`src/rtl/tx_tlp_buffer_reader.sv`:
```
// ---------------------------------------------------------------------------
// tx_tlp_buffer_reader
//
// Drain side of the Tx TLP buffer. The Tx arbiter stores complete TLPs at
// sequential buffer addresses and commits each one with its length in beats.
// This block reads the stored beats back in commit order and streams them to
// the Data Link Layer over a valid/ready interface. The first beat of a TLP
// is tagged sop and the last eop. Buffer space is handed back to the arbiter
// as beats are accepted.
//
// Optional feature: define TX_RD_STATS_EN to add tlp_sent_cnt_o, a 16-bit
// wrapping count of accepted eop beats.
//
// Ports
//   clk              clock
//   arst             asynchronous active-low reset
//   wr_commit_i      pulse: one TLP fully stored by the arbiter
//   wr_commit_len_i  beats in the committed TLP (0 is ignored)
//   desc_full_o      descriptor FIFO full; arbiter must not commit
//   free_beats_o     unoccupied buffer beats (registered)
//   buf_rd_en_o      buffer read strobe
//   buf_rd_addr_o    buffer read address
//   buf_rd_data_i    read data, valid one cycle after buf_rd_en_o
//   dll_valid_o      beat valid toward DLL
//   dll_data_o       beat data
//   dll_sop_o        first beat of a TLP
//   dll_eop_o        last beat of a TLP
//   dll_ready_i      DLL accepts the beat when valid & ready
//   tlp_sent_cnt_o   (TX_RD_STATS_EN only) TLPs delivered, wraps at 16 bits
// ---------------------------------------------------------------------------
module tx_tlp_buffer_reader #(
    parameter int BEAT_WIDTH = 256,
    parameter int ADDR_WIDTH = 6,
    parameter int LEN_WIDTH  = 7,
    parameter int DESC_DEPTH = 4
) (
    input  logic                  clk,
    input  logic                  arst,
    input  logic                  wr_commit_i,
    input  logic [LEN_WIDTH-1:0]  wr_commit_len_i,
    output logic                  desc_full_o,
    output logic [ADDR_WIDTH:0]   free_beats_o,
    output logic                  buf_rd_en_o,
    output logic [ADDR_WIDTH-1:0] buf_rd_addr_o,
    input  logic [BEAT_WIDTH-1:0] buf_rd_data_i,
    output logic                  dll_valid_o,
    output logic [BEAT_WIDTH-1:0] dll_data_o,
    output logic                  dll_sop_o,
    output logic                  dll_eop_o,
    input  logic                  dll_ready_i
`ifdef TX_RD_STATS_EN
    ,
    output logic [15:0]           tlp_sent_cnt_o
`endif
);

    localparam int DEPTH  = 1 << ADDR_WIDTH;
    localparam int FREE_W = ADDR_WIDTH + 1;
    localparam int DP_W   = $clog2(DESC_DEPTH);

    typedef enum logic {IDLE, READ} state_t;

    // ---------------- descriptor FIFO (committed TLP lengths) -------------
    logic [LEN_WIDTH-1:0] desc_mem_q [DESC_DEPTH];
    logic [DP_W-1:0]      desc_wp_q, desc_rp_q;
    logic [DP_W:0]        desc_cnt_q;
    logic                 desc_push, desc_pop, desc_empty;
    logic [LEN_WIDTH-1:0] head_len;

    assign desc_full_o = (desc_cnt_q == (DP_W+1)'(DESC_DEPTH));
    assign desc_empty  = (desc_cnt_q == '0);
    // Zero-length commits and commits against a full FIFO are dropped.
    assign desc_push   = wr_commit_i && (wr_commit_len_i != '0) && !desc_full_o;
    assign head_len    = desc_mem_q[desc_rp_q];

    genvar gi;
    generate
        for (gi = 0; gi < DESC_DEPTH; gi++) begin : g_desc
            always_ff @(posedge clk or negedge arst) begin
                if (!arst) begin
                    desc_mem_q[gi] <= '0;
                end else if (desc_push && (desc_wp_q == DP_W'(gi))) begin
                    desc_mem_q[gi] <= wr_commit_len_i;
                end
            end
        end
    endgenerate

    always_ff @(posedge clk or negedge arst) begin
        if (!arst) begin
            desc_wp_q  <= '0;
            desc_rp_q  <= '0;
            desc_cnt_q <= '0;
        end else begin
            desc_wp_q  <= desc_wp_q + DP_W'(desc_push);
            desc_rp_q  <= desc_rp_q + DP_W'(desc_pop);
            desc_cnt_q <= desc_cnt_q + (DP_W+1)'(desc_push) - (DP_W+1)'(desc_pop);
        end
    end

    // ---------------- 2-entry output skid --------------------------------
    logic [BEAT_WIDTH-1:0] skid_data_q [2];
    logic [1:0]            skid_sop_q, skid_eop_q;
    logic                  skid_wr_q, skid_rd_q;
    logic [1:0]            skid_cnt_q;
    logic                  inflight_q, inflight_sop_q, inflight_eop_q;
    logic                  accept;

    assign dll_valid_o = (skid_cnt_q != 2'd0);
    assign accept      = dll_valid_o && dll_ready_i;
    assign dll_data_o  = skid_data_q[skid_rd_q];
    assign dll_sop_o   = dll_valid_o && skid_sop_q[skid_rd_q];
    assign dll_eop_o   = dll_valid_o && skid_eop_q[skid_rd_q];

    generate
        for (gi = 0; gi < 2; gi++) begin : g_skid
            always_ff @(posedge clk or negedge arst) begin
                if (!arst) begin
                    skid_data_q[gi] <= '0;
                    skid_sop_q[gi]  <= 1'b0;
                    skid_eop_q[gi]  <= 1'b0;
                end else if (inflight_q && (skid_wr_q == 1'(gi))) begin
                    skid_data_q[gi] <= buf_rd_data_i;
                    skid_sop_q[gi]  <= inflight_sop_q;
                    skid_eop_q[gi]  <= inflight_eop_q;
                end
            end
        end
    endgenerate

    // A read may start only if the skid can absorb it when its data lands:
    // held beats plus the outstanding read, minus a beat leaving now, < 2.
    logic [2:0] pending;
    logic       room;
    assign pending = 3'(skid_cnt_q) + 3'(inflight_q) - 3'(accept);
    assign room    = (pending < 3'd2);

    // ---------------- read FSM -------------------------------------------
    state_t                state_q, state_d;
    logic [LEN_WIDTH-1:0]  beat_cnt_q, beat_cnt_d;
    logic                  first_q, first_d;
    logic [ADDR_WIDTH-1:0] rd_ptr_q, rd_ptr_d;
    logic                  rd_issue, rd_sop, rd_eop;

    // IDLE issues the first read in the same cycle it pops, so a fresh
    // commit reaches buf_rd_en_o one cycle later.
    always_comb begin
        state_d    = state_q;
        beat_cnt_d = beat_cnt_q;
        first_d    = first_q;
        rd_ptr_d   = rd_ptr_q;
        desc_pop   = 1'b0;
        rd_issue   = 1'b0;
        rd_sop     = 1'b0;
        rd_eop     = 1'b0;
        case (state_q)
            IDLE: begin
                if (!desc_empty && room) begin
                    rd_issue = 1'b1;
                    desc_pop = 1'b1;
                    rd_sop   = 1'b1;
                    first_d  = 1'b0;
                    if (head_len == LEN_WIDTH'(1)) begin
                        rd_eop = 1'b1;
                    end else begin
                        state_d    = READ;
                        beat_cnt_d = head_len - LEN_WIDTH'(1);
                    end
                end
            end
            READ: begin
                if (room) begin
                    rd_issue = 1'b1;
                    rd_sop   = first_q;
                    first_d  = 1'b0;
                    if (beat_cnt_q == LEN_WIDTH'(1)) begin
                        rd_eop = 1'b1;
                        // Chain straight into the next TLP: no bubble.
                        if (!desc_empty) begin
                            desc_pop   = 1'b1;
                            beat_cnt_d = head_len;
                            first_d    = 1'b1;
                        end else begin
                            state_d = IDLE;
                        end
                    end else begin
                        beat_cnt_d = beat_cnt_q - LEN_WIDTH'(1);
                    end
                end
            end
            default: state_d = IDLE;
        endcase
        if (rd_issue) begin
            rd_ptr_d = rd_ptr_q + ADDR_WIDTH'(1);
        end
    end

    assign buf_rd_en_o   = rd_issue;
    assign buf_rd_addr_o = rd_ptr_q;

    // ---------------- state registers and occupancy ----------------------
    logic [FREE_W-1:0] free_q, free_d;

    assign free_d = free_q
                  - (desc_push ? FREE_W'(wr_commit_len_i) : FREE_W'(0))
                  + FREE_W'(accept);
    assign free_beats_o = free_q;

    always_ff @(posedge clk or negedge arst) begin
        if (!arst) begin
            state_q        <= IDLE;
            beat_cnt_q     <= '0;
            first_q        <= 1'b0;
            rd_ptr_q       <= '0;
            inflight_q     <= 1'b0;
            inflight_sop_q <= 1'b0;
            inflight_eop_q <= 1'b0;
            skid_wr_q      <= 1'b0;
            skid_rd_q      <= 1'b0;
            skid_cnt_q     <= 2'd0;
            free_q         <= FREE_W'(DEPTH);
        end else begin
            state_q        <= state_d;
            beat_cnt_q     <= beat_cnt_d;
            first_q        <= first_d;
            rd_ptr_q       <= rd_ptr_d;
            inflight_q     <= rd_issue;
            inflight_sop_q <= rd_sop;
            inflight_eop_q <= rd_eop;
            skid_wr_q      <= skid_wr_q ^ inflight_q;
            skid_rd_q      <= skid_rd_q ^ accept;
            skid_cnt_q     <= skid_cnt_q + 2'(inflight_q) - 2'(accept);
            free_q         <= free_d;
        end
    end

`ifdef TX_RD_STATS_EN
    logic [15:0] sent_q;
    always_ff @(posedge clk or negedge arst) begin
        if (!arst) begin
            sent_q <= '0;
        end else if (accept && dll_eop_o) begin
            sent_q <= sent_q + 16'd1;
        end
    end
    assign tlp_sent_cnt_o = sent_q;
`endif

    // The arbiter must never commit while the descriptor FIFO is full.
    assert property (@(posedge clk) disable iff (!arst) !(wr_commit_i && desc_full_o));

endmodule
```
`config.mk`:
```
export PLATFORM = sky130hd
export DESIGN_NAME = tx_tlp_buffer_reader
export DESIGN_NICKNAME = d
export VERILOG_FILES = /design/src/rtl/tx_tlp_buffer_reader.sv
export SDC_FILE = /design/constraint.sdc
export NUM_CORES = 1
export LEC_CHECK = 0
export CAP_MARGIN = 5
export CORE_MARGIN = 1
export CORE_UTILIZATION = 46
export DETAILED_ROUTE_END_ITERATION = 6
export GPL_TIMING_DRIVEN = 0
export PLACE_DENSITY = 0.76
export SLEW_MARGIN = 20
export SYNTH_ARGS = -nofsm -noshare
export SYNTH_HDL_FRONTEND = slang
export SYNTH_SLANG_ARGS = --single-unit
```
`constraint.sdc`:
```
create_clock -name clk -period 2.9 [get_ports clk]
set_input_delay 0.435 -clock clk [delete_from_list [all_inputs] [get_ports clk]]
set_output_delay 0.435 -clock clk [all_outputs]
set_load 0.1 [all_outputs]
```
==> flow_metrics.env <==
export IMPL_grt_use_total_pct=23.7
export IMPL_die_area_um2=56200
export IMPL_rsz0062_at_grt="true"
export IMPL_ys_types=48
export IMPL_antenna_found_initial=7
export IMPL_dieHeight_um=237
export IMPL_drtIter0Drc=635
export IMPL_synthFlopType="dfrtp_1"
export IMPL_htreeDepth=2
export IMPL_wl_per_cell_um=22.0
export IMPL_drc=0
export IMPL_yosysWarnings=0
export IMPL_fp_row_count=85
export IMPL_tritoncts="built"
export IMPL_multi_input_area_um2=10500
export IMPL_tightest_slew_ns=1.01
export IMPL_start_util_pct=46.8
export IMPL_cts_buffer_depth=3
export IMPL_final_area_um2=33100
export IMPL_fin_util_pct=60.9
export IMPL_finalWirelength_mm=66.8
export IMPL_crit_type="flop to primary output"
export IMPL_grt_pass1_vias=17700
export IMPL_cpLargestDelayFamily="buffers and inverters"
export IMPL_place_area_um2=31900
export IMPL_relSlewSlack_pct=32.6
export IMPL_syn_to_final_growth_pct=30.1
export IMPL_globalplace_congestion=0.814
export IMPL_cts_num_sinks=580
export IMPL_crit_arrival_ns=2.84
export IMPL_drt_pass1_iter_count=4
export IMPL_synthArstFlopShare_pct=100
export IMPL_cts_root_buffer="clkbuf_16"
export IMPL_ios=541
export IMPL_setup_viol=3
export IMPL_crit_slowest_cell="dfrtp_1"
export IMPL_nNetsFinal=2588
export IMPL_crit_fanout=3
export IMPL_antenna_left=0
export IMPL_synth_area_um2=25400
export IMPL_synth_avg_cell_area_um2=15.2
export IMPL_vias_per_cell=5.32
export IMPL_worst_slack_ns=-0.371
export IMPL_yosysSeqAreaShare_pct=57.1
export IMPL_crit_path_max_incr_delay_ns=0.42
export IMPL_grt_max_degree=107
export IMPL_synth_enable_flop_cells=0
export IMPL_synth_seq_cells=580
export IMPL_cts_inserted_buffers=60
export IMPL_instances_no_fill=3036
export IMPL_hold_viol_final=0
export IMPL_clk_pin_slew_ns=0.06
export IMPL_hold_class="input port to asynchronous set/reset pin"
export IMPL_drv_slew=0
export IMPL_cp_num_buf_inv=4
export IMPL_final_setup_skew_ns=0.0209
export IMPL_clk_latency_ns=0.62
export IMPL_fillers=4147
export IMPL_cp_end_kind="primary output"
export IMPL_status="finished, violations left"
export IMPL_core_um2=54200
export IMPL_num_vias=16100
export IMPL_overflow=0
export IMPL_place_inst=2914
export IMPL_drv_cap=0
export IMPL_io_buffers=540
export IMPL_required_ns=2.47
export IMPL_max_clock_freq_mhz=306
export IMPL_setup_worst_path_start_class="flop"
export IMPL_dieWidth_um=237
export IMPL_grt_pass1_wl_mm=103
export IMPL_syn_inst=1672
export IMPL_syn_nets=1965
export IMPL_seqCellArea_um2=14500
export IMPL_min_period_over_period_pct=113
export IMPL_cp_cell_sequence="nor2_4, clkinvlp_4, nand2_4, xnor2_2, ha_1, inv_1, fa_2, xnor2_2, and2_4, o21ai_4, clkinvlp_4, buf_12"
export IMPL_whs_ns=0.230
export IMPL_drive_gt1_share_pct=53.2
export IMPL_violations="negative setup slack"
export IMPL_post_route_min_period_ns=3.27
export IMPL_place_hpwl_mm=49.1
[stage by stage]
stage                     setup TNS (ns)  worst slack (ns)
final                             -0.816            -0.371
after global routing               -1.26            -0.505
after CTS                         -0.914            -0.412
after detailed placement         -209.02             -1.27
after global placement                 -            -25.30
after floorplan                    -5.25            -0.655
[cells by family after synthesis]
group	count (synthesis)	share of synthesized area, %
buffers and inverters	118	1.85
AOI/OAI and AO/OA	45	1.09
and+or+nand+nor	65	1.32
adders and majority gates	26	1.37
muxes	811	36.3
xor gates and xnor gates	27	0.931
DFF	580	57.1
[final timing paths]
check / startpoint / to / slack (ns) / cells after the start
worst max-delay path: skid_cnt_q[0] / buf_rd_en_o / -0.37 / 12
worst min-delay path: arst / skid_data_q[19] / 0.23 / 2
worst max register to register: skid_cnt_q[0] / desc_cnt_q[2] / -0.29 / 16
worst min register to register: buf_rd_addr_o[5] / buf_rd_addr_o[5] / 0.48 / 1
max in group asynchronous: arst / skid_data_q[122] / 0.93 / 5
min in group clk: buf_rd_data_i[121] / skid_data_q[121] / 0.45 / 2
[cells in the mapped netlist, types with 2 or more instances]
cell type	n	area share [%]
a211oi_1	3	0.089
nand3_1	4	0.079
mux4_2	4	0.35
ha_1	23	1.1
o21ai_0	9	0.18
mux4_1	3	0.31
dfrtp_1	579	57
clkbuf_1	88	1.3
o22ai_1	8	0.20
mux2_2	802	36
o31ai_1	2	0.059
buf_6	2	0.089
fa_1	3	0.24
nor4_1	2	0.049
mux2i_1	2	0.079
xor2_1	6	0.21
a21oi_1	13	0.26
inv_1	24	0.35
nor3_1	4	0.079
a31oi_1	2	0.049
nand2_1	20	0.30
nand4_1	3	0.074
nor2_1	17	0.25
buf_2	2	0.039
xnor2_1	21	0.72
nor3b_1	3	0.089
and3_1	2	0.049
[cell type report]
| type | instances | area share (%) |
|---|---|---|
| Antenna cell | 1 | 0.00757 |
| Buffer | 93 | 1.40 |
| Clock buffer | 84 | 5.12 |
| Clock inverter | 22 | 0.560 |
| Inverter | 24 | 0.295 |
| Multi-Input combinational cell | 974 | 31.8 |
| Sequential cell | 580 | 43.9 |
| Tap cell | 696 | 2.63 |
| Timing Repair Buffer | 562 | 14.3 |
[sequential cells by signal, indices dropped and copies added (netlist names)]
| signal | cells |
|---|---|
| buf_rd_addr_o | 6 |
| skid_eop_q | 2 |
| state_q | 1 |
| inflight_eop_q | 1 |
| desc_cnt_q | 3 |
| inflight_q | 1 |
| skid_cnt_q | 2 |
| desc_rp_q | 2 |
| beat_cnt_q | 7 |
| first_q | 1 |
| skid_wr_q | 1 |
| desc_wp_q | 2 |
| free_beats_o | 7 |
| skid_data_q | 512 |
| desc_mem_q | 28 |
| skid_sop_q | 2 |
| skid_rd_q | 1 |
| inflight_sop_q | 1 |
[cells in the final DEF (no fill, tap or decap), types with 8 or more instances in the layout]
cell,instances
nor2_1,16
buf_4,19
clkbuf_16,60
clkdlybuf4s50_1,278
dfrtp_1,577
clkbuf_8,14
nand2_1,19
a21oi_1,12
inv_1,22
clkinv_2,15
mux2_2,802
xnor2_1,18
clkbuf_1,68
clkbuf_2,22
o22ai_1,8
buf_2,213
clkdlybuf4s15_2,49
ha_1,21
[per-layer routing]
layer | GRT usage (%) | part of all wire (%) | vias up | wire length, µm
met5 | 0 | 0.094 | - | 63
li1 | - | - | 7246 | -
met3 | 7.54 | 7.8 | 115 | 5190
met1 | 28.7 | 40 | 8346 | 26800
met2 | 40.8 | 50 | 423 | 33100
met4 | 6.38 | 2.5 | 10 | 1660
[timing repair]
item                                     CTS  global route
endpoints found under the setup margin   310            43
hold endpoints to repair                 206             0
hold buffers                               1             0
resized for setup                       1249            14
setup buffers                              8             8
pin swaps                                  3             8
Power is not shown: default switching activity piles up to over one toggle a cycle in this logic, so the estimate is an artifact.
==> edit (same settings) <==
The option `TX_RD_STATS_EN` is turned on by a define.
--- a/src/rtl/tx_tlp_buffer_reader.sv
+++ b/src/rtl/tx_tlp_buffer_reader.sv
@@ -29,4 +29,6 @@
 //   tlp_sent_cnt_o   (TX_RD_STATS_EN only) TLPs delivered, wraps at 16 bits
 // ---------------------------------------------------------------------------
+`define TX_RD_STATS_EN
+
 module tx_tlp_buffer_reader #(
     parameter int BEAT_WIDTH = 256,
Function (old outputs only; new: tlp_sent_cnt_o): same outputs for any inputs over 4 cycles, from zero or initial values and one cycle with arst low; that may be too few to reach the edited logic, so the function may still have changed.
==> edit against the original RTL <==
The flow still finishes with violations (setup timing); critical path depth is 3 lower; sequential cell count is 16 higher; synthesized area rose by 2.7%; sequential share of layout area down 0.23 points; first-iteration DRC count is 22% lower; worst setup slack gained 0.059 ns; largest cell class unchanged; final area rose by 3.3%; worst hold slack gained 0.10 ns; wire length grew 6.7%; critical path type unchanged; cell count grew 4.2%.
Power is not shown: default switching activity piles up to over one toggle a cycle in this logic, so the estimate is an artifact.
==> edit: results <==
{
  "outcome": "complete, but fails checks",
  "ys_warn_count": 0,
  "fillers": 4306,
  "drive_above_1_share": 0.5214,
  "rr_worst_depth": 15,
  "violations": "setup timing",
  "layout.nets": 2656,
  "grt_pass1_wl_um": 109100,
  "synth_cell_type_count": 50,
  "drtPass1Iterations": 6,
  "arrival_ns": 2.78,
  "numCtsBuffers": 61,
  "syn-num-nets": 2012,
  "dp.final_hpwl_um": 52640,
  "tns_ns": -0.8244,
  "fin_skew_ns": 0.01404,
  "worst_slack_ns": -0.3124,
  "gp_congestion": 0.7997,
  "whs_ns": 0.3315,
  "worstPathMaxFanout": 4,
  "grt_pass1_vias": 18280,
  "finalSetupViolCount": 7,
  "grt_max_degree": 106,
  "first_iter_violations": 498,
  "port_buffers": 556,
  "grt_usage": 0.2475,
  "num_vias": 16530,
  "antenna_found_initial": 10,
  "wirelength_um": 71270,
  "dp_worst_setup_slack_ns": -1.254,
  "largest_reg_flops": 512
}
-- edit: changes by cell type in the layout (fill, tap and decap cells not counted), sizes merged, moves of 6 or more --
cell,before,now
dfrtp,579,595
clkdlybuf4s50,278,293
buf,242,255
clkbuf,168,180
xnor2,21,32
clkdlybuf4s15,49,40
clkinv,16,7
diode,1,8
o22ai,8,1
o21ai,9,15
-- edit: area by class of cell --
| cell class | instances | area share |
|---|---|---|
| timing repair buffer | 582 | 0.1422 |
| clock inverter | 11 | 0.004873 |
| buffer | 92 | 0.01330 |
| clock buffer | 99 | 0.05449 |
| inverter | 21 | 0.002308 |
| sequential | 596 | 0.4369 |
| tap | 748 | 0.02741 |
| multi-input combinational | 1008 | 0.3179 |
| antenna | 8 | 0.0005863 |
-- edit: timing repair --
action                                  in CTS  in global routing
hold buffers                                 1                  0
endpoints found under the setup margin     293                 11
pin swaps                                   10                  9
buffers inserted                             8                 11
gates cloned                                 0                  0
hold endpoints to repair                    64                  0
resized for setup                         1265                  7
-- edit: critical path: stages, from the launching register on --
cell	delay, ns
dfrtp_1	0.42
o21ai_4	0.20
or2_4	0.15
nand2_2	0.06
ha_4	0.15
fa_2	0.38
xnor2_4	0.17
buf_4	0.15
nor3_4	0.28
buf_12	0.22
-- edit: cell families (layout without fill, tap and decap cells) --
kind of cell / after synthesis / in the layout / synth area share
AOI/OAI and AO/OA: 37 / 37 / 0.009062
xor gates and xnor gates: 42 / 42 / 0.01410
adders and majority gates: 27 / 27 / 0.01381
buffers and inverters: 114 / 805 / 0.01750
DFF: 596 / 596 / 0.5716
muxes: 816 / 816 / 0.3559
other: 0 / 8 / 0
and+or+nand+nor: 86 / 86 / 0.01808
-- edit: metrics by stage --
step / utilization / instances / cell area [µm²]
floorplan: - / 1718 / 26190
global placement: 0.5888 / 3022 / 32690
detailed placement: 0.5917 / 3028 / 32860
CTS: 0.6129 / 3146 / 34030
global route: 0.6147 / 3159 / 34130
finish: 0.6150 / 3165 / 34150
-- edit: layer usage --
metal	wire length [µm]	GRT usage	part of all wire	vias to the layer above
li1	-	-	-	7433
met1	27720	0.2937	0.39	8503
met2	35420	0.4214	0.50	455
met3	6054	0.08232	0.085	124
met4	1984	0.08029	0.028	12
met5	80	0	0.0011	-
